===== src/rtl/irq_ctrl_pkg.sv =====
// -----------------------------------------------------------------------------
// irq_ctrl_pkg
//   Shared definitions for the 68000 interrupt controller:
//     - register word addresses of the CPU-mapped register file
//     - the CPU function code that marks an interrupt-acknowledge cycle
//     - acknowledge state machine encoding
//     - the 68000 spurious-interrupt vector number
//     - byte_mask(): expands the {upper,lower} byte strobes to a 16-bit mask
//   Optional build macro used by the controller: IRQ_CTRL_VECTOR_EN.
// -----------------------------------------------------------------------------
package irq_ctrl_pkg;

  localparam logic [2:0] REG_PEND     = 3'd0;
  localparam logic [2:0] REG_ENABLE   = 3'd1;
  localparam logic [2:0] REG_MODE     = 3'd2;
  localparam logic [2:0] REG_POLARITY = 3'd3;
  localparam logic [2:0] REG_PRIO0    = 3'd4;
  localparam logic [2:0] REG_PRIO1    = 3'd5;
  localparam logic [2:0] REG_PRIO2    = 3'd6;
  localparam logic [2:0] REG_PRIO3    = 3'd7;

  localparam logic [2:0] FC_IACK      = 3'b111;
  localparam logic [7:0] SPURIOUS_VEC = 8'd24;

  typedef enum logic [0:0] {
    ACK_IDLE = 1'b0,
    ACK_BUSY = 1'b1
  } ack_state_t;

  function automatic logic [15:0] byte_mask(input logic [1:0] strobes);
    return {{8{strobes[1]}}, {8{strobes[0]}}};
  endfunction

endpackage


===== src/rtl/irq_prio_encoder.sv =====
// -----------------------------------------------------------------------------
// irq_prio_encoder
//   Combinational arbitration over the effective (pending & enabled) sources.
//   Ports:
//     eff_i        in  NUM_SRC    pending & enabled sources
//     prio_i       in  3*NUM_SRC  packed priorities, source n at [3n +: 3]
//     match_lvl_i  in  3          level being acknowledged by the CPU
//     level_o      out 3          highest priority among effective sources (0 = none)
//     match_idx_o  out 4          lowest-index effective source whose priority equals match_lvl_i
//     match_hit_o  out 1          a source matched match_lvl_i
//   Priority 0 means "never fires", so such sources can neither raise the
//   level nor be selected by an acknowledge.
// -----------------------------------------------------------------------------
module irq_prio_encoder
  import irq_ctrl_pkg::*;
#(
  parameter int NUM_SRC = 8
) (
  input  logic [NUM_SRC-1:0]   eff_i,
  input  logic [3*NUM_SRC-1:0] prio_i,
  input  logic [2:0]           match_lvl_i,
  output logic [2:0]           level_o,
  output logic [3:0]           match_idx_o,
  output logic                 match_hit_o
);

  always_comb begin
    level_o     = 3'd0;
    match_idx_o = 4'd0;
    match_hit_o = 1'b0;
    // Scan from the top index down so the lowest matching index is written last.
    for (int i = NUM_SRC - 1; i >= 0; i--) begin
      if (eff_i[i]) begin
        if (prio_i[3*i +: 3] > level_o) begin
          level_o = prio_i[3*i +: 3];
        end
        if ((prio_i[3*i +: 3] == match_lvl_i) && (prio_i[3*i +: 3] != 3'd0)) begin
          match_idx_o = 4'(i);
          match_hit_o = 1'b1;
        end
      end
    end
  end

endmodule


===== src/rtl/m68k_irq_ctrl.sv =====
// -----------------------------------------------------------------------------
// m68k_irq_ctrl
//   68000 interrupt controller: NUM_SRC sources with per-source enable,
//   edge/level mode, polarity and 3-bit priority. Drives the fx68k IPL pins
//   and clears the winning edge-latched source on the interrupt-acknowledge
//   cycle.
//   Parameters: NUM_SRC (1..16), SYNC_STAGES (0..3), VECTOR_BASE (vector build only)
//   Build macro IRQ_CTRL_VECTOR_EN: replaces iack_autovec with a vectored
//   acknowledge (iack_vec_dtack, iack_vector).
//   Ports:
//     clk, reset        clock, synchronous active-high reset
//     src               raw interrupt sources
//     sel, wr, address  register window select, {upper,lower} byte strobes, word address
//     din / dout        write data / combinational read data
//     cpu_fc, cpu_as_n  CPU function code and address strobe
//     iack_lvl          CPU A3:A1 during IACK
//     ipl_n             registered IPL2n..IPL0n
//     iack_autovec      high for the whole IACK cycle (autovector build)
//     iack_vec_dtack    high for the whole IACK cycle (vector build)
//     iack_vector       vector number for the IACK cycle (vector build)
//   Register map: 0 PEND (R/W1C), 1 ENABLE, 2 MODE (1=edge), 3 POLARITY
//   (1=invert), 4..7 PRIO, four 4-bit nibbles per word, bits [2:0] used.
// -----------------------------------------------------------------------------
module m68k_irq_ctrl
  import irq_ctrl_pkg::*;
#(
  parameter int NUM_SRC     = 8,
`ifdef IRQ_CTRL_VECTOR_EN
  parameter int VECTOR_BASE = 64,
`endif
  parameter int SYNC_STAGES = 2
) (
  input  logic               clk,
  input  logic               reset,
  input  logic [NUM_SRC-1:0] src,
  input  logic               sel,
  input  logic [1:0]         wr,
  input  logic [2:0]         address,
  input  logic [15:0]        din,
  output logic [15:0]        dout,
  input  logic [2:0]         cpu_fc,
  input  logic               cpu_as_n,
  input  logic [2:0]         iack_lvl,
  output logic [2:0]         ipl_n,
`ifdef IRQ_CTRL_VECTOR_EN
  output logic               iack_vec_dtack,
  output logic [7:0]         iack_vector
`else
  output logic               iack_autovec
`endif
);

  // Register bits at or above NUM_SRC do not exist: they read 0 and ignore writes.
  localparam logic [15:0] VALID = 16'((32'd1 << NUM_SRC) - 32'd1);

  // ---------------------------------------------------------------------------
  // Input synchronisers
  // ---------------------------------------------------------------------------
  logic [NUM_SRC-1:0] src_sync;

  if (SYNC_STAGES == 0) begin : g_nosync
    assign src_sync = src;
  end else begin : g_sync
    logic [NUM_SRC-1:0] sync_q [SYNC_STAGES];
    always_ff @(posedge clk) begin
      if (reset) begin
        for (int i = 0; i < SYNC_STAGES; i++) sync_q[i] <= '0;
      end else begin
        sync_q[0] <= src;
        for (int i = 1; i < SYNC_STAGES; i++) sync_q[i] <= sync_q[i-1];
      end
    end
    assign src_sync = sync_q[SYNC_STAGES-1];
  end

  // ---------------------------------------------------------------------------
  // Register state
  // ---------------------------------------------------------------------------
  logic [15:0]        pend_q, pend_d;
  logic [15:0]        enable_q, enable_d;
  logic [15:0]        mode_q, mode_d;
  logic [15:0]        pol_q, pol_d;
  logic [NUM_SRC-1:0] s_prev_q;
  logic [2:0]         ipl_n_q;
  ack_state_t         state_q, state_d;
  logic [3*16-1:0]    prio_flat;

  logic [1:0]         wr_en;
  logic [15:0]        wmask;
  logic [NUM_SRC-1:0] s;
  logic [15:0]        s16;
  logic [15:0]        edge_set;
  logic [15:0]        w1c;
  logic [15:0]        ack_clr;

  assign wr_en    = sel ? wr : 2'b00;
  assign wmask    = byte_mask(wr_en) & VALID;
  assign s        = src_sync ^ pol_q[NUM_SRC-1:0];
  assign s16      = 16'(s);
  assign edge_set = 16'(s & ~s_prev_q);
  assign w1c      = (address == REG_PEND) ? (din & wmask) : 16'd0;

  always_comb begin
    enable_d = enable_q;
    mode_d   = mode_q;
    pol_d    = pol_q;
    case (address)
      REG_ENABLE:   enable_d = (enable_q & ~wmask) | (din & wmask);
      REG_MODE:     mode_d   = (mode_q   & ~wmask) | (din & wmask);
      REG_POLARITY: pol_d    = (pol_q    & ~wmask) | (din & wmask);
      default:      ;
    endcase
  end

  // Priority nibbles: one small register per existing source.
  for (genvar gi = 0; gi < 16; gi++) begin : g_prio
    if (gi < NUM_SRC) begin : g_used
      logic [2:0] prio_q;
      always_ff @(posedge clk) begin
        if (reset) begin
          prio_q <= 3'd0;
        end else if ((address == 3'(REG_PRIO0 + gi / 4)) && wr_en[(gi % 4) / 2]) begin
          prio_q <= din[4*(gi % 4) +: 3];
        end
      end
      assign prio_flat[3*gi +: 3] = prio_q;
    end else begin : g_absent
      assign prio_flat[3*gi +: 3] = 3'd0;
    end
  end

  // ---------------------------------------------------------------------------
  // Arbitration
  // ---------------------------------------------------------------------------
  logic [2:0] level;
  logic [3:0] match_idx;
  logic       match_hit;

  irq_prio_encoder #(
    .NUM_SRC (NUM_SRC)
  ) u_prio_enc (
    .eff_i       (pend_q[NUM_SRC-1:0] & enable_q[NUM_SRC-1:0]),
    .prio_i      (prio_flat[3*NUM_SRC-1:0]),
    .match_lvl_i (iack_lvl),
    .level_o     (level),
    .match_idx_o (match_idx),
    .match_hit_o (match_hit)
  );

  // ---------------------------------------------------------------------------
  // Acknowledge state machine
  // ---------------------------------------------------------------------------
  logic entry;
  logic in_ack;

  // Gated by reset so the acknowledge outputs stay low while reset is held.
  assign entry  = ~reset && (state_q == ACK_IDLE) && (cpu_fc == FC_IACK) && ~cpu_as_n;
  // Drops combinationally with cpu_as_n so the cycle ends exactly with the strobe.
  assign in_ack = entry || ((state_q == ACK_BUSY) && ~cpu_as_n);

  always_comb begin
    state_d = state_q;
    case (state_q)
      ACK_IDLE: if (entry)    state_d = ACK_BUSY;
      ACK_BUSY: if (cpu_as_n) state_d = ACK_IDLE;
      default:                state_d = ACK_IDLE;
    endcase
  end

  // Only edge-mode winners are cleared; level bits simply follow their input.
  assign ack_clr = (entry && match_hit && mode_q[match_idx]) ? (16'd1 << match_idx) : 16'd0;

  // Edge bits: a new edge beats a same-cycle W1C or acknowledge clear.
  always_comb begin
    pend_d = (mode_q & ((pend_q & ~w1c & ~ack_clr) | edge_set))
           | (~mode_q & s16);
  end

  always_ff @(posedge clk) begin
    if (reset) begin
      pend_q   <= 16'd0;
      enable_q <= 16'd0;
      mode_q   <= VALID;
      pol_q    <= 16'd0;
      s_prev_q <= '0;
      ipl_n_q  <= 3'b111;
      state_q  <= ACK_IDLE;
    end else begin
      pend_q   <= pend_d & VALID;
      enable_q <= enable_d;
      mode_q   <= mode_d;
      pol_q    <= pol_d;
      s_prev_q <= s;
      ipl_n_q  <= ~level;
      state_q  <= state_d;
    end
  end

  assign ipl_n = ipl_n_q;

  // ---------------------------------------------------------------------------
  // Read mux
  // ---------------------------------------------------------------------------
  logic [15:0] reg_rdata;

  always_comb begin
    reg_rdata = 16'd0;
    case (address)
      REG_PEND:     reg_rdata = pend_q;
      REG_ENABLE:   reg_rdata = enable_q;
      REG_MODE:     reg_rdata = mode_q;
      REG_POLARITY: reg_rdata = pol_q;
      REG_PRIO0, REG_PRIO1, REG_PRIO2, REG_PRIO3: begin
        for (int n = 0; n < 4; n++) begin
          reg_rdata[4*n +: 3] = prio_flat[3*(4*int'(address[1:0]) + n) +: 3];
        end
      end
      default: reg_rdata = 16'd0;
    endcase
  end

`ifdef IRQ_CTRL_VECTOR_EN
  // The acknowledged source is captured on entry so register writes during
  // the bus cycle cannot change the vector already being returned.
  logic [3:0] win_idx_q;
  logic       win_hit_q;
  logic [7:0] vec_now;

  always_ff @(posedge clk) begin
    if (reset) begin
      win_idx_q <= 4'd0;
      win_hit_q <= 1'b0;
    end else if (entry) begin
      win_idx_q <= match_idx;
      win_hit_q <= match_hit;
    end
  end

  always_comb begin
    if (entry) begin
      vec_now = match_hit ? (8'(VECTOR_BASE) + {4'd0, match_idx}) : SPURIOUS_VEC;
    end else begin
      vec_now = win_hit_q ? (8'(VECTOR_BASE) + {4'd0, win_idx_q}) : SPURIOUS_VEC;
    end
  end

  assign iack_vector    = vec_now;
  assign iack_vec_dtack = in_ack;
  assign dout           = in_ack ? {8'h00, vec_now} : reg_rdata;
`else
  assign iack_autovec = in_ack;
  assign dout         = reg_rdata;
`endif

endmodule


===== config.mk =====
export PLATFORM = sky130hd
export DESIGN_NAME = m68k_irq_ctrl
export DESIGN_NICKNAME = d
export VERILOG_FILES = /design/src/rtl/irq_ctrl_pkg.sv /design/src/rtl/irq_prio_encoder.sv /design/src/rtl/m68k_irq_ctrl.sv
export SDC_FILE = /design/constraint.sdc
export NUM_CORES = 1
export LEC_CHECK = 0
export ABC_AREA = 1
export CAP_MARGIN = 40
export CORE_ASPECT_RATIO = 0.9
export CORE_MARGIN = 2
export CORE_UTILIZATION = 39
export DETAILED_ROUTE_END_ITERATION = 16
export GPL_ROUTABILITY_DRIVEN = 0
export SLEW_MARGIN = 5
export SYNTH_ARGS = -nofsm -noshare
export SYNTH_HDL_FRONTEND = slang
export SYNTH_SLANG_ARGS = --single-unit

===== constraint.sdc =====
create_clock -name clk -period 7.3 [get_ports clk]
set_clock_uncertainty 0.2 [all_clocks]
set_input_delay 2.19 -clock clk [delete_from_list [all_inputs] [get_ports clk]]
set_output_delay 2.19 -clock clk [all_outputs]
set_load 0.02 [all_outputs]

==> impl_metrics.env, run 1 <==
export IMPL_yosysUniqueCellTypes=41
export IMPL_violations="setup timing"
export IMPL_viasPerCell=5.20
export IMPL_rows=38
export IMPL_cpMostUsedCell="nand2_2"
export IMPL_die_area_um2=13100
export IMPL_powerDensity_nw_per_um2=157
export IMPL_syn_area_um2=4750
export IMPL_ys_ff_latch=84
export IMPL_first_iter_violations=378
export IMPL_track_usage_pct=24.2
export IMPL_synth_top_flop_cell="dfxtp_1"
export IMPL_cp_start_kind="flop"
export IMPL_r2r_slack_ps=-830
export IMPL_drt_pass1_iter_count=5
export IMPL_finalCriticalPeriod_ps=8130
export IMPL_syn_mean_instance_area_um2=6.65
export IMPL_ioPinCount=59
export IMPL_max_cap_viol_count=0
export IMPL_holdPathStages=2
export IMPL_cpPeakStageDelay_ps=360
export IMPL_die_y_um=109
export IMPL_grt_remaining_overflow=0
export IMPL_top_usage_layer="met2"
export IMPL_hold_class="reg -> reg"
export IMPL_grtUsageMet3_pct=4.60
export IMPL_critPathCaptureType="flop"
export IMPL_num_vias=5365
export IMPL_synth_compound_area_share_pct=19.6
export IMPL_cts_made_buffers=9
export IMPL_drt_antenna_violating_nets=0
export IMPL_status="complete, but fails checks"
export IMPL_post_drt_wl_per_cell_um=15.5
export IMPL_final_util_pct=57.6
export IMPL_r2r_end="ipl_n[1]"
export IMPL_worstRegToRegCells=67
export IMPL_worstPathArrival_ps=8160
export IMPL_period_share_pct=111
export IMPL_finalHoldViolations=0
export IMPL_numClockSinks=84
export IMPL_max_freq_mhz=123
export IMPL_clkTransAtPathRegs_ps=60
export IMPL_nNetsFinal=926
export IMPL_max_vdd_ir_drop_v=0.000120
export IMPL_antennaDiodeCount=0
export IMPL_initial_core_util_pct=39.6
export IMPL_area_growth_pct=45.2
export IMPL_grt_pass1_vias=4874
export IMPL_h_tree_depth=3
export IMPL_wl_um=15900
export IMPL_setup_slack_ps=-825
export IMPL_grt_util_met2_pct=40.1
export IMPL_tightest_slew_ps=680
export IMPL_min_to="g_sync.sync_q[0][9]"
export IMPL_drv_slew=0
export IMPL_seq_area_frac_synth_pct=35.4
export IMPL_critPathSlowestCell="dfxtp_2"
export IMPL_tritoncts="done"
export IMPL_drc_errors=0
export IMPL_n_fill_cell=1099
export IMPL_async_flop_share_pct=0
export IMPL_cts_hold_buf=0
export IMPL_drive_gt1_share_pct=24.7
export IMPL_met1_usage_pct=31.8
export IMPL_clock_latency_ps=350
export IMPL_critPathKind="reg -> reg"
export IMPL_synth_top_family_by_area="simple AND/OR/NAND/NOR gates"
export IMPL_grt_antenna_before_repair=0
export IMPL_ys_warn_count=0
export IMPL_place_port_buffers=54
export IMPL_cp_required_ps=7340
export IMPL_synth_xor_area_share_pct=1.66
export IMPL_synthSimpleGateAreaFrac_pct=27.6
export IMPL_coreArea_um2=12000
export IMPL_reg2reg_from="pend_q[7]"
export IMPL_cp_max_fo=3
export IMPL_power_mw=1.08
export IMPL_post_dp_hpwl_um=11100
export IMPL_grt_pass1_wl_um=24600
export IMPL_root_buffer="clkbuf_16"
export IMPL_chipWidth_um=120
export IMPL_grt_max_degree=50
export IMPL_synth_edff_count=0
export IMPL_power_leakage_nw=3.06
export IMPL_synthCells=714
export IMPL_rsz0062_at_grt="true"
export IMPL_synth_fa_ha_area_share_pct=5.53
export IMPL_slew_headroom_pct=54.1
export IMPL_synthMuxAreaShare_pct=0
export IMPL_cts_buffer_depth=2
export IMPL_min_delay_start="g_sync.sync_q[0][1]"
export IMPL_setup_viol=3
==> metrics by stage <==
| stage | hold slack, ps | setup WS (ps) | TNS, ps | cells | instance area, um^2 |
|---|---|---|---|---|---|
| after floorplan | 188 | -58.8 | -163 | 715 | 4860 |
| after global placement | 191 | -658 | -1970 | 973 | 5980 |
| after detailed placement | 194 | -865 | -2580 | 974 | 5990 |
| after CTS | 202 | -654 | -1940 | 1025 | 6630 |
| after global routing | 215 | -1410 | -4140 | 1031 | 6900 |
| final | 200 | -825 | -2430 | 1031 | 6900 |
==> timing repair <==
action                                  in CTS  in global routing
resized for setup                           19                 57
buffers inserted                            35                  6
endpoints found under the setup margin       3                  3
pin swaps                                   24                 18
==> how the worst max path moves through the flow <==
| stage | from | to | slack [ps] | depth (start not counted) |
|---|---|---|---|---|
| 2_1_floorplan | flop | ipl_n[0] | -60 | 65 |
| 4_1_cts | pend_q[7] | ipl_n[1] | -650 | 65 |
| 6_report | pend_q[7] | ipl_n[1] | -830 | 67 |
| 5_1_grt | pend_q[7] | ipl_n[2] | -1410 | 66 |
| 3_3_place_gp | pend_q[7] | ipl_n[1] | -660 | 65 |
| 3_5_place_dp | pend_q[7] | ipl_n[1] | -870 | 65 |
==> logic make-up (layout without fill, tap and decap cells) <==
group,count (synthesis),in the layout
compound gates,162,162
simple gates,315,315
flops,84,84
fa+ha+maj,21,21
xor+xnor,9,9
buf+inv,122,278
other cells,1,2
==> where the power goes <==
part	internal [mW]	switching, mW	leakage (nW)	total [mW]
Clock	0.276	0.194	0.146	0.470
Sequential	0.473	0.0116	0.685	0.484
Combinational	0.0563	0.0710	2.23	0.127
Total	0.805	0.277	3.06	1.08
==> metal layers <==
metal | part of all wire [%] | vias up
li1 | - | 2660
met1 | 46 | 2481
met2 | 45 | 191
met3 | 6.2 | 33
met4 | 2.6 | 0
met5 | 0 | -
==> final cells by class <==
| class | instances | area, um^2 | share of cell area, % |
|---|---|---|---|
| Tap cell | 160 | 200 | 2.90 |
| Clock inverter | 5 | 60.1 | 0.871 |
| Sequential cell | 84 | 1680 | 24.4 |
| Multi-Input combinational cell | 509 | 2980 | 43.2 |
| Inverter | 103 | 392 | 5.68 |
| Timing Repair Buffer | 159 | 1340 | 19.4 |
| Clock buffer | 11 | 243 | 3.52 |
==> cells in the final DEF (no fill, tap or decap), types with 5 or more instances in the layout <==
cell             instances
a21oi_1                 49
a31oi_1                  8
a31oi_4                  5
buf_4                  103
clkbuf_16                9
clkdlybuf4s50_1         54
dfxtp_1                 82
ha_1                     8
ha_4                    10
inv_1                   83
inv_2                   14
nand2_1                141
nand2_2                 25
nand3_1                 29
nand3_2                  5
nand4_1                 10
nor2_1                  83
nor2_2                   6
nor3_1                   5
o21ai_0                 56
o22ai_1                  7
xnor2_1                  9
==> critical path, delay by kind of cell, from the launching register on <==
family                   cells  cell delay [ps]
AND/OR/NAND/NOR             29             2550
flip-flops                   1              360
adder cells (fa/ha/maj)      6             1580
buffers and inverters       19             1840
AO/OA/AOI/OAI               13             1440
==> Yosys cell counts, types with 4 or more instances <==
| cell | count | area [um^2] |
|---|---|---|
| a211oi_1 | 5 | 37.5 |
| a21oi_1 | 51 | 255 |
| a31oi_1 | 13 | 81.3 |
| buf_4 | 4 | 30.0 |
| clkbuf_1 | 13 | 48.8 |
| clkinv_1 | 4 | 15.0 |
| dfxtp_1 | 84 | 1680 |
| ha_1 | 21 | 263 |
| inv_1 | 95 | 357 |
| nand2_1 | 165 | 619 |
| nand2_2 | 5 | 31.3 |
| nand3_1 | 33 | 165 |
| nand4_1 | 10 | 62.6 |
| nor2_1 | 89 | 334 |
| nor3_1 | 5 | 25.0 |
| o2111ai_1 | 4 | 35.0 |
| o21ai_0 | 65 | 325 |
| o22ai_1 | 7 | 43.8 |
| xnor2_1 | 9 | 78.8 |
Power figures use the tool's default switching activity.
==> inputs of run 2 (changes only) <==
- CTS_CLUSTER_DIAMETER: not set -> 120
- DONT_BUFFER_PORTS: not set -> 1
- SETUP_SLACK_MARGIN: not set -> 0.4
==> impl_metrics.env, run 2 (synthesized netlist as in run 1, its figures left out) <==
export IMPL_root_buffer="clkbuf_16"
export IMPL_max_cap_viol_count=0
export IMPL_ioPinCount=59
export IMPL_die_area_um2=13100
export IMPL_worstPathArrival_ps=8160
export IMPL_drv_slew=0
export IMPL_hold_slack_ps=204
export IMPL_coreArea_um2=12000
export IMPL_chipWidth_um=120
export IMPL_cts_buffer_depth=2
export IMPL_rows=38
export IMPL_worstRegToRegCells=67
export IMPL_status="complete, but fails checks"
export IMPL_drc_errors=0
export IMPL_track_usage_pct=23.0
export IMPL_numClockSinks=84
export IMPL_grt_antenna_before_repair=0
export IMPL_most_common_layout_cells="144 x nand2_1, 94 x buf_4, 85 x inv_1"
export IMPL_h_tree_depth=3
export IMPL_cpMostUsedCell="nand2_2"
export IMPL_wl_um=15100
export IMPL_fin_area_um2=6230
export IMPL_max_freq_mhz=124
export IMPL_holdPathStages=2
export IMPL_dpl_worst_slack_ps=-866
export IMPL_finalHoldViolations=0
export IMPL_clock_latency_ps=350
export IMPL_min_to="g_sync.sync_q[0][10]"
export IMPL_nNetsFinal=861
export IMPL_post_drt_wl_per_cell_um=15.6
export IMPL_period_share_pct=111
export IMPL_critPathKind="reg -> reg"
export IMPL_initial_core_util_pct=39.6
export IMPL_grt_remaining_overflow=0
export IMPL_grt_pass1_vias=4709
export IMPL_placed_area_um2=5410
export IMPL_viasPerCell=5.26
export IMPL_cpPeakStageDelay_ps=350
export IMPL_area_growth_pct=31.1
export IMPL_cp_required_ps=7390
export IMPL_setup_viol=3
export IMPL_antennaDiodeCount=0
export IMPL_tightest_slew_ps=696
export IMPL_reg2reg_from="pend_q[7]"
export IMPL_finalCriticalPeriod_ps=8070
export IMPL_final_common_cell="nand2_1"
export IMPL_num_vias=5080
export IMPL_post_dp_hpwl_um=10600
export IMPL_r2r_end="ipl_n[2]"
export IMPL_n_fill_cell=1179
export IMPL_drt_antenna_violating_nets=0
export IMPL_grt_max_degree=51
export IMPL_setup_slack_ps=-773
export IMPL_cts_made_buffers=9
export IMPL_grt_pass1_wl_um=23300
export IMPL_rsz0062_at_grt="true"
export IMPL_max_vdd_ir_drop_v=0.000113
export IMPL_tritoncts="done"
export IMPL_drt_pass1_iter_count=7
export IMPL_min_delay_start="g_sync.sync_q[0][2]"
export IMPL_cts_hold_buf=0
export IMPL_critPathCaptureType="flop"
export IMPL_place_port_buffers=0
export IMPL_drive_gt1_share_pct=24.7
export IMPL_r2r_slack_ps=-770
export IMPL_first_iter_violations=360
export IMPL_power_leakage_nw=2.78
export IMPL_cp_start_kind="flop"
export IMPL_critPathSlowestCell="dfxtp_2"
export IMPL_cp_max_fo=6
export IMPL_slew_headroom_pct=53.4
export IMPL_clkTransAtPathRegs_ps=60
export IMPL_hold_class="reg -> reg"
export IMPL_die_y_um=109
export IMPL_powerDensity_nw_per_um2=161
export IMPL_violations="setup timing"
run 2: repair_timing:
action / in CTS / in global routing
pin swaps: 18 / 16
resized for setup: 16 / 51
endpoints found under the setup margin: 3 / 3
setup buffers: 25 / 9
run 2: layout make-up:
class | count | area (um^2) | share of cell area, %
inverters | 103 | 392 | 6.29
clock inverters | 5 | 32.5 | 0.522
flip-flops and latches | 84 | 1680 | 27.0
well taps | 160 | 200 | 3.21
repair buffers | 94 | 706 | 11.3
multi-input cells | 509 | 2970 | 47.7
clock buffers | 11 | 243 | 3.90
run 2: power breakdown:
group | leakage [nW] | switching, mW | internal (mW)
registers | 0.685 | 0.0116 | 0.473
logic | 1.95 | 0.0543 | 0.0340
clock network | 0.140 | 0.192 | 0.240
total | 2.78 | 0.258 | 0.747
run 2: how the worst max path moves through the flow:
stage | to | startpoint
after floorplan | ipl_n[0] | flop
after global placement | ipl_n[0] | pend_q[7]
after detailed placement | ipl_n[2] | pend_q[7]
after CTS | ipl_n[2] | pend_q[7]
after global routing | ipl_n[2] | flop
final | ipl_n[2] | pend_q[7]
run 2: stage by stage:
step                total power, mW  utilization, %  TNS, ps  std cells
floorplan                     0.554               -     -163        715
global placement              0.570            45.2    -1930        915
detailed placement            0.573            45.2    -2580        915
CTS                            1.00            49.6    -1990        956
global route                   1.04            52.0    -3820        966
finish                         1.01            52.0    -2210        966
run 2: critical path, delay by kind of cell, from the launching register on:
kind | cells | cell delay [ps]
simple gates | 33 | 2960
buf+inv | 13 | 890
compound gates | 14 | 1690
flops | 1 | 350
fa+ha+maj | 7 | 1880
run 2: layer usage:
metal	GRT usage [%]	wire length, um	vias up
li1	-	-	2515
met1	29.5	6540	2389
met2	38.1	7220	153
met3	4.65	986	23
met4	9.30	306	0
met5	0	0	-
==> inputs of run 3 (changes only) <==
- CORE_ASPECT_RATIO: 0.9 -> 2
==> impl_metrics.env, run 3 (synthesized netlist as in run 1, its figures left out) <==
export IMPL_status="complete, but fails checks"
export IMPL_violations="setup timing"
export IMPL_root_buffer="clkbuf_16"
export IMPL_path_depth=67
export IMPL_clkTransAtPathRegs_ps=70
export IMPL_place_inst=897
export IMPL_cpPeakStageDelay_ps=350
export IMPL_r2r_slack_ps=-770
export IMPL_n_fill_cell=1217
export IMPL_placed_area_um2=5360
export IMPL_first_iter_violations=258
export IMPL_drt_pass1_iter_count=4
export IMPL_final_common_cell="nand2_1"
export IMPL_drt_antenna_violating_nets=0
export IMPL_post_dp_hpwl_um=10500
export IMPL_final_util_pct=50.2
export IMPL_seq_area_um2=1680
export IMPL_cpMostUsedCell="nand2_1"
export IMPL_die_y_um=160
export IMPL_finalCriticalPeriod_ps=8070
export IMPL_cp_start_kind="flop"
export IMPL_drv_slew=0
export IMPL_max_freq_mhz=124
export IMPL_nNetsFinal=841
export IMPL_fin_cells=933
export IMPL_multiInputGateArea_um2=2910
export IMPL_critPathSlowestCell="dfxtp_2"
export IMPL_cts_hold_buf=0
export IMPL_finalHoldViolations=0
export IMPL_numClockSinks=84
export IMPL_most_common_layout_cells="147 x nand2_1, 86 x inv_1, 83 x nor2_1"
export IMPL_worstPathArrival_ps=8170
export IMPL_setup_viol=3
export IMPL_grt_pass1_vias=4614
export IMPL_setup_slack_ps=-771
export IMPL_cp_max_fo=6
export IMPL_cp_startpoint="pend_q[7]"
export IMPL_max_vdd_ir_drop_v=0.000160
export IMPL_drive_gt1_share_pct=21.2
export IMPL_cp_required_ps=7400
export IMPL_grt_antenna_before_repair=0
export IMPL_grt_pass1_wl_um=22600
export IMPL_r2r_end="ipl_n[2]"
export IMPL_cp_top_family="simple AND/OR/NAND/NOR gates"
export IMPL_period_share_pct=111
export IMPL_grt_remaining_overflow=0
export IMPL_path_buf_inv=15
export IMPL_h_tree_depth=3
export IMPL_num_vias=4796
export IMPL_max_cap_viol_count=0
export IMPL_cts_made_buffers=9
export IMPL_place_port_buffers=0
export IMPL_clock_latency_ps=350
export IMPL_critPathCaptureType="flop"
export IMPL_post_drt_wl_per_cell_um=15.2
export IMPL_hold_class="reg -> reg"
export IMPL_viasPerCell=5.14
export IMPL_rows=57
export IMPL_ioPinCount=59
export IMPL_tritoncts="done"
export IMPL_rsz0062_at_grt="true"
export IMPL_area_growth_pct=26.7
export IMPL_worstRegToRegCells=67
export IMPL_tightest_slew_ps=764
export IMPL_powerDensity_nw_per_um2=172
export IMPL_drc_errors=0
export IMPL_chipWidth_um=82.0
export IMPL_antennaDiodeCount=0
export IMPL_reg2reg_from="pend_q[7]"
export IMPL_wl_um=14200
export IMPL_slew_headroom_pct=48.7
export IMPL_power_mw=1.03
export IMPL_cp_endpoint="ipl_n[2]"
export IMPL_fin_area_um2=6020
export IMPL_fin_setup_tns_ps=-2240
export IMPL_track_usage_pct=22.5
export IMPL_coreArea_um2=12000
export IMPL_die_area_um2=13100
export IMPL_critPathKind="reg -> reg"
export IMPL_initial_core_util_pct=39.6
export IMPL_power_leakage_nw=2.68
export IMPL_grt_max_degree=50
export IMPL_cts_buffer_depth=2
==> run 3: cell types whose count changed in the layout (fill, tap and decap cells not counted), sizes merged <==
cell	delta
buf	-20
clkbuf	-1
bufinv	+1
clkinvlp	+3
clkinv	-3
==> run 3: through the flow <==
step	setup WS, ps	hold WS (ps)
2_1_floorplan	-58.8	188
3_3_place_gp	-703	195
3_5_place_dp	-855	197
4_1_cts	-663	207
5_1_grt	-1400	218
6_report	-771	202
==> run 3: worst min-delay path by stage <==
stage / startpoint / to / slack (ps) / depth (start not counted)
finish: g_sync.sync_q[0][6] / g_sync.sync_q[0][14] / 200 / 2
floorplan: g_sync.sync_q[0][2] / g_sync.sync_q[0][10] / 190 / 2
CTS: g_sync.sync_q[0][3] / g_sync.sync_q[0][11] / 210 / 2
global route: g_sync.sync_q[0][6] / g_sync.sync_q[0][14] / 220 / 2
global placement: g_sync.sync_q[0][4] / g_sync.sync_q[0][12] / 200 / 2
detailed placement: g_sync.sync_q[0][3] / g_sync.sync_q[0][11] / 200 / 2
==> run 3: final cells by class <==
class / instances / share of cell area, %
inverters: 103 / 6.51
clock inverters: 6 / 1.16
multi-input cells: 509 / 48.3
flip-flops and latches: 84 / 28.0
clock buffers: 10 / 3.80
repair buffers: 74 / 9.23
well taps: 147 / 3.06
==> run 3: repair_timing <==
item	CTS	global route
setup buffers	17	3
pin swaps	15	31
setup endpoints to repair	3	3
resized for setup	15	37
==> run 3: tightest hold or removal path: stages (launching register included) <==
cell	delay [ps]
dfxtp_1	300
inv_1	40
nor2_1	30
==> run 3: power breakdown <==
group / leakage [nW] / switching (mW) / internal (mW)
registers: 0.685 / 0.0112 / 0.473
clock network: 0.136 / 0.197 / 0.268
logic: 1.86 / 0.0522 / 0.0319
==> run 3: metal layers <==
layer | global-route usage [%] | wire length [um]
met1 | 27.2 | 5740
met2 | 37.5 | 7230
met3 | 5.08 | 821
met4 | 9.09 | 411
met5 | 0 | 0
